==> src/rtl/seq_detector_ctrl_pkg.sv <==
// Shared types and default widths for the serial pattern detector controller.
package seq_det_pkg;

  typedef enum logic [1:0] {
    IDLE  = 2'd0,
    CLEAR = 2'd1,
    SHIFT = 2'd2,
    DRAIN = 2'd3
  } ctrl_state_t;

  localparam int WORD_W_DEF = 8;
  localparam int PAT_W_DEF  = 4;
  localparam int CNT_W_DEF  = 8;

endpackage

==> src/rtl/seq_detector_ctrl_word_serializer.sv <==
// Parallel-to-serial shifter with bit index; MSB-first by default,
// LSB-first when SEQ_DETECTOR_CTRL_LSB_FIRST_EN is defined.
module word_serializer #(
  parameter int WORD_W = 8
) (
  input  logic              clock,
  input  logic              reset,
  input  logic              load,
  input  logic              shift,
  input  logic [WORD_W-1:0] data,
  output logic              bit_out,
  output logic              last_bit
);

  localparam int IDX_W = $clog2(WORD_W + 1);

  logic [WORD_W-1:0] sreg;
  logic [IDX_W-1:0]  idx;
  logic              first_bit;
  logic              next_bit;
  logic [WORD_W-1:0] data_adv;
  logic [WORD_W-1:0] sreg_adv;

`ifdef SEQ_DETECTOR_CTRL_LSB_FIRST_EN
  assign first_bit = data[0];
  assign next_bit  = sreg[0];
  assign data_adv  = data >> 1;
  assign sreg_adv  = sreg >> 1;
`else
  assign first_bit = data[WORD_W-1];
  assign next_bit  = sreg[WORD_W-1];
  assign data_adv  = data << 1;
  assign sreg_adv  = sreg << 1;
`endif

  // idx counts bits already presented on bit_out for the current word
  always_ff @(posedge clock) begin
    if (!reset) begin
      sreg    <= '0;
      idx     <= '0;
      bit_out <= 1'b0;
    end else if (load) begin
      bit_out <= first_bit;
      sreg    <= data_adv;
      idx     <= IDX_W'(1);
    end else if (shift) begin
      bit_out <= next_bit;
      sreg    <= sreg_adv;
      idx     <= idx + IDX_W'(1);
    end
  end

  assign last_bit = (idx == IDX_W'(WORD_W));

endmodule

==> src/rtl/seq_detector_ctrl.sv <==
// Sequences a serial pattern detector: pattern load, detector clear, word
// serialization and saturating match counting. Bit order set by SEQ_DETECTOR_CTRL_LSB_FIRST_EN.
module seq_detector_ctrl #(
  parameter int WORD_W = seq_det_pkg::WORD_W_DEF,
  parameter int PAT_W  = seq_det_pkg::PAT_W_DEF,
  parameter int CNT_W  = seq_det_pkg::CNT_W_DEF
) (
  input  logic              clock,
  input  logic              reset,
  input  logic              cfg_valid,
  input  logic [PAT_W-1:0]  cfg_pattern,
  output logic              cfg_ready,
  input  logic              word_valid,
  input  logic [WORD_W-1:0] word_data,
  output logic              word_ready,
  output logic              det_reset,
  output logic [PAT_W-1:0]  det_pattern,
  output logic              det_sequence,
  input  logic              det_flag,
  output logic [CNT_W-1:0]  match_count,
  output logic              match_pulse,
  output logic              overflow,
  output logic              busy
);

  import seq_det_pkg::*;

  ctrl_state_t      state;
  logic             last_bit;
  logic             cfg_take;
  logic             word_take;
  logic             shift_en;
  logic             counting;
  logic [CNT_W:0]   inc_res;

  // Returns {saturated, next_count}; the count holds at all-ones.
  function automatic logic [CNT_W:0] sat_inc(input logic [CNT_W-1:0] c);
    if (c == '1) return {1'b1, c};
    return {1'b0, c + CNT_W'(1)};
  endfunction

  assign cfg_ready  = (state == IDLE);
  assign word_ready = ((state == IDLE) && !cfg_valid) ||
                      ((state == SHIFT) && last_bit);
  assign cfg_take   = cfg_ready && cfg_valid;
  assign word_take  = word_ready && word_valid;
  assign shift_en   = (state == SHIFT) && !last_bit;
  assign counting   = (state == SHIFT) || (state == DRAIN);
  assign busy       = (state != IDLE);
  assign det_reset  = !reset || (state == CLEAR);
  assign inc_res    = sat_inc(match_count);

  word_serializer #(
    .WORD_W(WORD_W)
  ) u_ser (
    .clock   (clock),
    .reset   (reset),
    .load    (word_take),
    .shift   (shift_en),
    .data    (word_data),
    .bit_out (det_sequence),
    .last_bit(last_bit)
  );

  always_ff @(posedge clock) begin
    if (!reset) begin
      state       <= IDLE;
      det_pattern <= '0;
      match_count <= '0;
      match_pulse <= 1'b0;
      overflow    <= 1'b0;
    end else begin
      match_pulse <= 1'b0;
      // flag lags the presented bit by one cycle, hence DRAIN is counted too
      if (counting && det_flag) begin
        match_pulse <= 1'b1;
        match_count <= inc_res[CNT_W-1:0];
        if (inc_res[CNT_W]) overflow <= 1'b1;
      end
      case (state)
        IDLE: begin
          if (cfg_take) begin
            det_pattern <= cfg_pattern;
            match_count <= '0;
            overflow    <= 1'b0;
            state       <= CLEAR;
          end else if (word_take) begin
            state <= SHIFT;
          end
        end
        CLEAR: state <= IDLE;
        SHIFT: begin
          if (last_bit && !word_valid) state <= DRAIN;
        end
        DRAIN: state <= IDLE;
        default: state <= IDLE;
      endcase
    end
  end

endmodule

==> config.mk <==
export PLATFORM = sky130hd
export DESIGN_NAME = seq_detector_ctrl
export DESIGN_NICKNAME = d
export VERILOG_FILES = /design/src/rtl/seq_detector_ctrl_pkg.sv /design/src/rtl/seq_detector_ctrl_word_serializer.sv /design/src/rtl/seq_detector_ctrl.sv
export SDC_FILE = /design/constraint.sdc
export NUM_CORES = 1
export LEC_CHECK = 0
export CORE_ASPECT_RATIO = 0.7
export CORE_MARGIN = 10
export CORE_UTILIZATION = 48
export CTS_CLUSTER_DIAMETER = 30
export DETAILED_ROUTE_END_ITERATION = 10
export PLACE_DENSITY = 0.78
export SLEW_MARGIN = 20
export SYNTH_ARGS = -nofsm -noshare
export SYNTH_HDL_FRONTEND = slang
export SYNTH_SLANG_ARGS = --single-unit
==> constraint.sdc <==
create_clock -name clock -period 1.79 [get_ports clock]
set_clock_uncertainty 0.05 [all_clocks]
set_input_delay 0.358 -clock clock [delete_from_list [all_inputs] [get_ports clock]]
set_output_delay 0.358 -clock clock [all_outputs]
set_load 0.1 [all_outputs]
==> results.yml, run 1 <==
run_status:
  outcome: "completed"
global_route:
  gr-usage-all-layers_pct: 15.4
  antenna_found_initial: 0
  grt_pass1_vias: 1447
  overflow: 0
  grt_start_max_net_pins: 17
  grt_pass1_wl_mm: 7.25
pwr:
  p_switching_uw: 470
  seqPwrFrac_pct: 47.4
  power_frac_comb_pct: 27.7
  vdd_drop_max_mv: 0.541
  pwr_density_cell_nw_per_um2: 662
  p_total_mw: 1.43
  intPower_uw: 959
  clkPwrFrac_pct: 24.9
  swShare_pct: 32.9
  power.leakage_nw: 0.775
sta:
  finalCritPeriodShare_pct: 99.5
  layout_min_cycle_time_ns: 1.78
  slew_viol_final: 0
  worst_pin_slew_ns: 0.520
  fmax_mhz: 562
  hold_viol_final: 0
  rsz0062_at_grt: "yes"
  worst_hold_slack_ns: 0.457
  setup_viol: 0
  slew_headroom_pct: 65.3
logic_synthesis:
  syn_area_um2: 1440
  ys_warn_count: 0
  yosysSeqAreaShare_pct: 39.1
  yosysTopAreaCellShare_pct: 39.1
  synth.distinct_cells: 37
  syn_nets: 188
  ys_ff_latch: 28
  synth.area.top_cells: "dfxtp_1 39%, nand3_1 7.7%, a211oi_1 7.3%, a311oi_1 5.5%, o21ai_0 3.8%"
  synth.largest_area_cell: "dfxtp_1"
  avgSynthCellArea_um2: 8.54
  syn-instance-count: 168
routing:
  drt-initial-drc-count: 155
  drc: 0
  routed_wl_mm: 4.41
  wl_per_cell_um: 18.3
  vias_per_cell: 6.32
  vias: 1524
  drt_first_pass_iters: 5
  antenna_left: 0
cells_and_area:
  mostFrequentLayoutCell: "nand3_1"
  n_antenna_cell: 0
  finalInstanceArea_um2: 2160
  layout_common_cells: "22 x nand3_1, 19 x buf_12, 16 x dfxtp_1"
  drive_gt1_share_pct: 26.8
  layout-area-overhead-vs-synth_pct: 50.5
  fillers: 195
  register_area_um2: 586
  multi_input_area_um2: 846
  final_nets: 226
  final_cells: 241
placement:
  dp_hpwl_mm: 3.21
  gp_congestion: 0.861
  placed_cells: 234
  postPlaceCellArea_um2: 2070
  portBuffers: 35
clock_tree:
  path_clk_slew_ns: 0.10
  cts.path.max_buffers: 2
  cts_buffers: 3
  cts_root_buf: "clkbuf_8"
  cts_sinks: 28
  htree_num_levels: 1
  cts_tree: "yes"
  hold_buffers: 0
  clk_latency_ns: 0.28
die:
  die_h_um: 65.8
  io_pins: 36
  initial_core_util_pct: 50.8
  dieArea_um2: 5610
  core_area_um2: 2820
  num_rows: 16
  die_width_um: 85.4
hold_path:
  hold_path.class: "reg -> reg"
critical_path:
  required_ns: 1.38
  cp-start-kind: "flop"
  cp_max_fo: 4
  critical_path_class: "reg -> out"
  critPathArrivalTime_ns: 1.37
  end_kind: "primary output"
run:
  cap_viol_max_count: 0
-- power by group through the flow --
stage	sequential, mW	clock, mW	combinational, mW
finish	0.677	0.356	0.396
global route	0.681	0.381	0.417
CTS	0.678	0.358	0.386
detailed placement	0.690	0	0.382
global placement	0.689	0	0.375
floorplan	0.741	0	0.180
-- layer usage --
metal / GRT usage, % / wire length, um / up-vias
li1: - / - / 718
met1: 18.5 / 1840 / 702
met2: 24.1 / 2020 / 94
met3: 6.90 / 492 / 10
met4: 4.71 / 53 / 0
met5: 0 / 0 / -
-- repair_timing --
| item | in CTS | in global routing |
|---|---|---|
| setup endpoints to repair | 2 | 2 |
| resized for setup | 7 | 6 |
| gates cloned | 0 | 0 |
| pin swaps | 1 | 2 |
| setup buffers | 0 | 3 |
-- state kept, by name, indices dropped and copies added, names as in the netlist --
| name | cells |
|---|---|
| match_count | 8 |
| u_ser.bit_out | 1 |
| overflow | 1 |
| state | 2 |
| u_ser.idx | 4 |
| match_pulse | 1 |
| det_pattern | 4 |
| u_ser.sreg | 7 |
-- layout make-up --
cell class,instances,area share (%)
Multi-Input combinational cell,122,39.2
Timing Repair Buffer,44,28.1
Sequential cell,28,27.1
Clock inverter,1,0.174
Clock buffer,3,1.91
Inverter,7,1.45
Tap cell,36,2.09
-- worst max-delay path, stage by stage, from the launching register on --
cell and delay, ns:
dfxtp_4 0.38, inv_4 0.06, ha_4 0.14, nand4b_4 0.12
a21oi_4 0.20, buf_12 0.19
-- stage by stage --
stage	worst slack, ns	utilization, %	setup TNS [ns]
2_1_floorplan	-0.293	-	-0.331
3_3_place_gp	-0.0583	73.3	-0.466
3_5_place_dp	-0.115	73.3	-1.45
4_1_cts	0.00329	75.0	0
5_1_grt	-0.0348	76.5	-0.0348
6_report	0.00928	76.5	0
-- kinds of logic after synthesis --
family / Yosys count / share of synthesized area [%]
and+or+nand+nor: 60 / 23.4
DFF: 28 / 39.1
adders and majority gates: 3 / 2.62
muxes: 4 / 2.79
buffers and inverters: 18 / 5.75
AOI/OAI and AO/OA: 55 / 26.4
-- synthesized netlist by cell type --
| cell type | n |
|---|---|
| or2b_1 | 1 |
| and4_1 | 2 |
| o211ai_1 | 1 |
| a21o_4 | 1 |
| a21oi_2 | 1 |
| clkbuf_1 | 4 |
| o21ai_0 | 11 |
| nand2b_1 | 2 |
| dfxtp_1 | 28 |
| and2_1 | 1 |
| or3b_1 | 1 |
| nand2_1 | 11 |
| o21ai_1 | 1 |
| a31oi_1 | 5 |
| nor2_1 | 4 |
| nand4_1 | 2 |
| o22ai_1 | 1 |
| ha_1 | 3 |
| mux2i_1 | 4 |
| inv_1 | 7 |
| a21oi_1 | 8 |
| nor4b_1 | 1 |
| and3_1 | 1 |
| nand3_1 | 22 |
| buf_6 | 1 |
| nor3_1 | 3 |
| buf_2 | 6 |
| nand3b_1 | 3 |
| a311oi_1 | 9 |
| or2_1 | 1 |
| a41oi_1 | 3 |
| a211oi_1 | 14 |
| and3b_1 | 1 |
| nor2b_2 | 1 |
| nor2b_1 | 1 |
| or3_1 | 1 |
| nand4b_2 | 1 |
-- final timing paths --
kind | from | endpoint | slack, ns | cells past startpoint
worst max-delay path | u_ser.idx[1]$_SDFFE_PP0P_ | word_ready | 0.009 | 5
worst min register to register | u_ser.sreg[5]$_SDFFE_PN0P_ | u_ser.sreg[6]$_SDFFE_PN0P_ | 0.46 | 2
worst max register to register | u_ser.idx[1]$_SDFFE_PP0P_ | u_ser.sreg[4]$_SDFFE_PN0P_ | 0.13 | 7
worst min-delay path | u_ser.sreg[5]$_SDFFE_PN0P_ | u_ser.sreg[6]$_SDFFE_PN0P_ | 0.46 | 2
Power figures use the tool's default switching activity.
==> run 2: changes to the inputs <==
--- a/config.mk
+++ b/config.mk
@@ -5,6 +5,7 @@
 export SDC_FILE = /design/constraint.sdc
 export NUM_CORES = 1
 export LEC_CHECK = 0
+export ABC_CLOCK_PERIOD_IN_PS = 2100
 export CORE_ASPECT_RATIO = 0.7
 export CORE_MARGIN = 10
 export CORE_UTILIZATION = 48
==> constraint.sdc (replaced) <==
create_clock -name clock -period 2.1 [get_ports clock]
set_clock_uncertainty 0.05 [all_clocks]
set_input_delay 0.42 -clock clock [delete_from_list [all_inputs] [get_ports clock]]
set_output_delay 0.42 -clock clock [all_outputs]
set_load 0.1 [all_outputs]
==> results.yml, run 2 (synthesis results as in run 1) <==
sta:
  slew_headroom_pct: 63.2
  fin_tns_setup_ns: 0
  worst_hold_slack_ns: 0.417
  worst_pin_slew_ns: 0.551
  layout_min_cycle_time_ns: 1.97
  hold_viol_final: 0
  fmax_mhz: 509
  finalCritPeriodShare_pct: 93.6
  setup_viol: 0
  rsz0062_at_grt: "no"
  slew_viol_final: 0
cells_and_area:
  drive_gt1_share_pct: 18.8
  mostFrequentLayoutCell: "dfxtp_1"
  n_antenna_cell: 0
  final_nets: 224
  layout-area-overhead-vs-synth_pct: 36.4
  largest_register_ffs: 8
  final_cells: 238
  largestRegisters: "match_count (8), u_ser.sreg (7)"
  layout_common_cells: "26 x dfxtp_1, 22 x nand3_1, 17 x buf_4"
  regMostFlops: "match_count"
  utilization_pct: 69.4
critical_path:
  cp_cell_sequence: "inv_1 -> ha_1 -> nand4b_2 -> a21oi_4 -> buf_12"
  reg2regPathDepth: 6
  critPathCapture: "word_ready"
  r2r_setup_slack_ns: 0.38
  end_kind: "primary output"
  crit_cells: 5
  slowest_delay_ns: 0.35
  required_ns: 1.63
  cpMaxStageDelayCell: "dfxtp_1"
  cp-startpoint: "u_ser.idx[0]$_SDFFE_PN0P_"
  cp_max_fo: 4
  critPathArrivalTime_ns: 1.50
  cp_top_family: "flip-flops"
  r2r_end: "u_ser.sreg[3]$_SDFFE_PN0P_"
  cp-start-kind: "flop"
  rr_startpoint: "u_ser.idx[0]$_SDFFE_PN0P_"
  critical_path_class: "reg -> out"
  crit_buf_inv: 2
clock_tree:
  cts_setup_buffers: 0
  cts_tree: "yes"
  cts_root_buf: "clkbuf_8"
  cts.path.max_buffers: 2
  clk_latency_ns: 0.27
  hold_buffers: 0
  htree_num_levels: 1
  cts_resized: 0
  cts_buffers: 3
  path_clk_slew_ns: 0.09
  cts_sinks: 28
routing:
  drc: 0
  routed_wl_mm: 4.04
  vias_per_cell: 6.21
  vias: 1478
  drt_first_pass_iters: 4
  wl_per_cell_um: 17.0
  antenna_left: 0
  drt-initial-drc-count: 220
die:
  die_h_um: 65.8
  num_rows: 16
  die_width_um: 85.4
  initial_core_util_pct: 50.8
  dieArea_um2: 5610
  core_area_um2: 2820
  io_pins: 36
run_status:
  outcome: "completed"
pwr:
  power.leakage_nw: 0.702
  pwr_density_cell_nw_per_um2: 598
  vdd_drop_max_mv: 0.512
placement:
  portBuffers: 35
  placed_cells: 235
  dp_hpwl_mm: 3.03
  gp_congestion: 0.842
global_route:
  grt_start_max_net_pins: 17
  gr-usage-all-layers_pct: 14.7
  grt_pass1_vias: 1451
  grt_pass1_wl_mm: 6.92
  antenna_found_initial: 0
  overflow: 0
run:
  cap_viol_max_count: 0
hold_path:
  hold_path.class: "reg -> reg"
run 2: cell count changes in the layout (fill, tap and decap cells not counted), sizes merged:
cell	before	now
clkdlybuf4s50	15	16
dlygate4sd2	1	0
buf	28	26
clkinv	1	0
run 2: layout make-up:
type	instances	area, um2
Multi-Input combinational cell	122	815
Sequential cell	28	563
Inverter	7	26.3
Tap cell	36	45.0
Clock buffer	3	41.3
Fill cell	223	865
Timing Repair Buffer	42	468
run 2: tightest hold or removal path, cell delays in order, from the launching register on:
cell	delay, ns
dfxtp_1	0.32
nand2_1	0.05
a21oi_1	0.05
run 2: how the worst min path moves through the flow:
stage,cells past startpoint,startpoint,slack [ns],endpoint
6_report,2,det_pattern[3]$_SDFFE_PN0P_,0.42,det_pattern[3]$_SDFFE_PN0P_
5_1_grt,2,det_pattern[3]$_SDFFE_PN0P_,0.44,det_pattern[3]$_SDFFE_PN0P_
4_1_cts,2,det_pattern[3]$_SDFFE_PN0P_,0.42,det_pattern[3]$_SDFFE_PN0P_
3_5_place_dp,2,det_pattern[3]$_SDFFE_PN0P_,0.41,det_pattern[3]$_SDFFE_PN0P_
3_3_place_gp,2,det_pattern[0]$_SDFFE_PN0P_,0.39,det_pattern[0]$_SDFFE_PN0P_
2_1_floorplan,2,u_ser.sreg[7]$_SDFFE_PN0P_,0.42,u_ser.bit_out$_SDFFE_PN0P_
run 2: metal layers:
layer | wire, um | track usage [%] | share of wire, %
met5 | 0 | 0 | 0
met4 | 34 | 4.30 | 0.84
met3 | 483 | 7.14 | 12
met2 | 1740 | 21.0 | 43
met1 | 1780 | 18.9 | 44
run 2: stage by stage:
step | cell area (um2) | power [mW] | setup WS (ns)
2_1_floorplan | 1460 | 0.783 | -0.0234
3_3_place_gp | 1920 | 0.884 | 0.163
3_5_place_dp | 1920 | 0.891 | 0.126
4_1_cts | 1960 | 1.17 | 0.124
5_1_grt | 1960 | 1.22 | 0.0272
6_report | 1960 | 1.17 | 0.134
run 2: power by group:
group | switching, mW | internal, mW
clock network | 0.160 | 0.129
registers | 0.0208 | 0.554
logic | 0.199 | 0.109
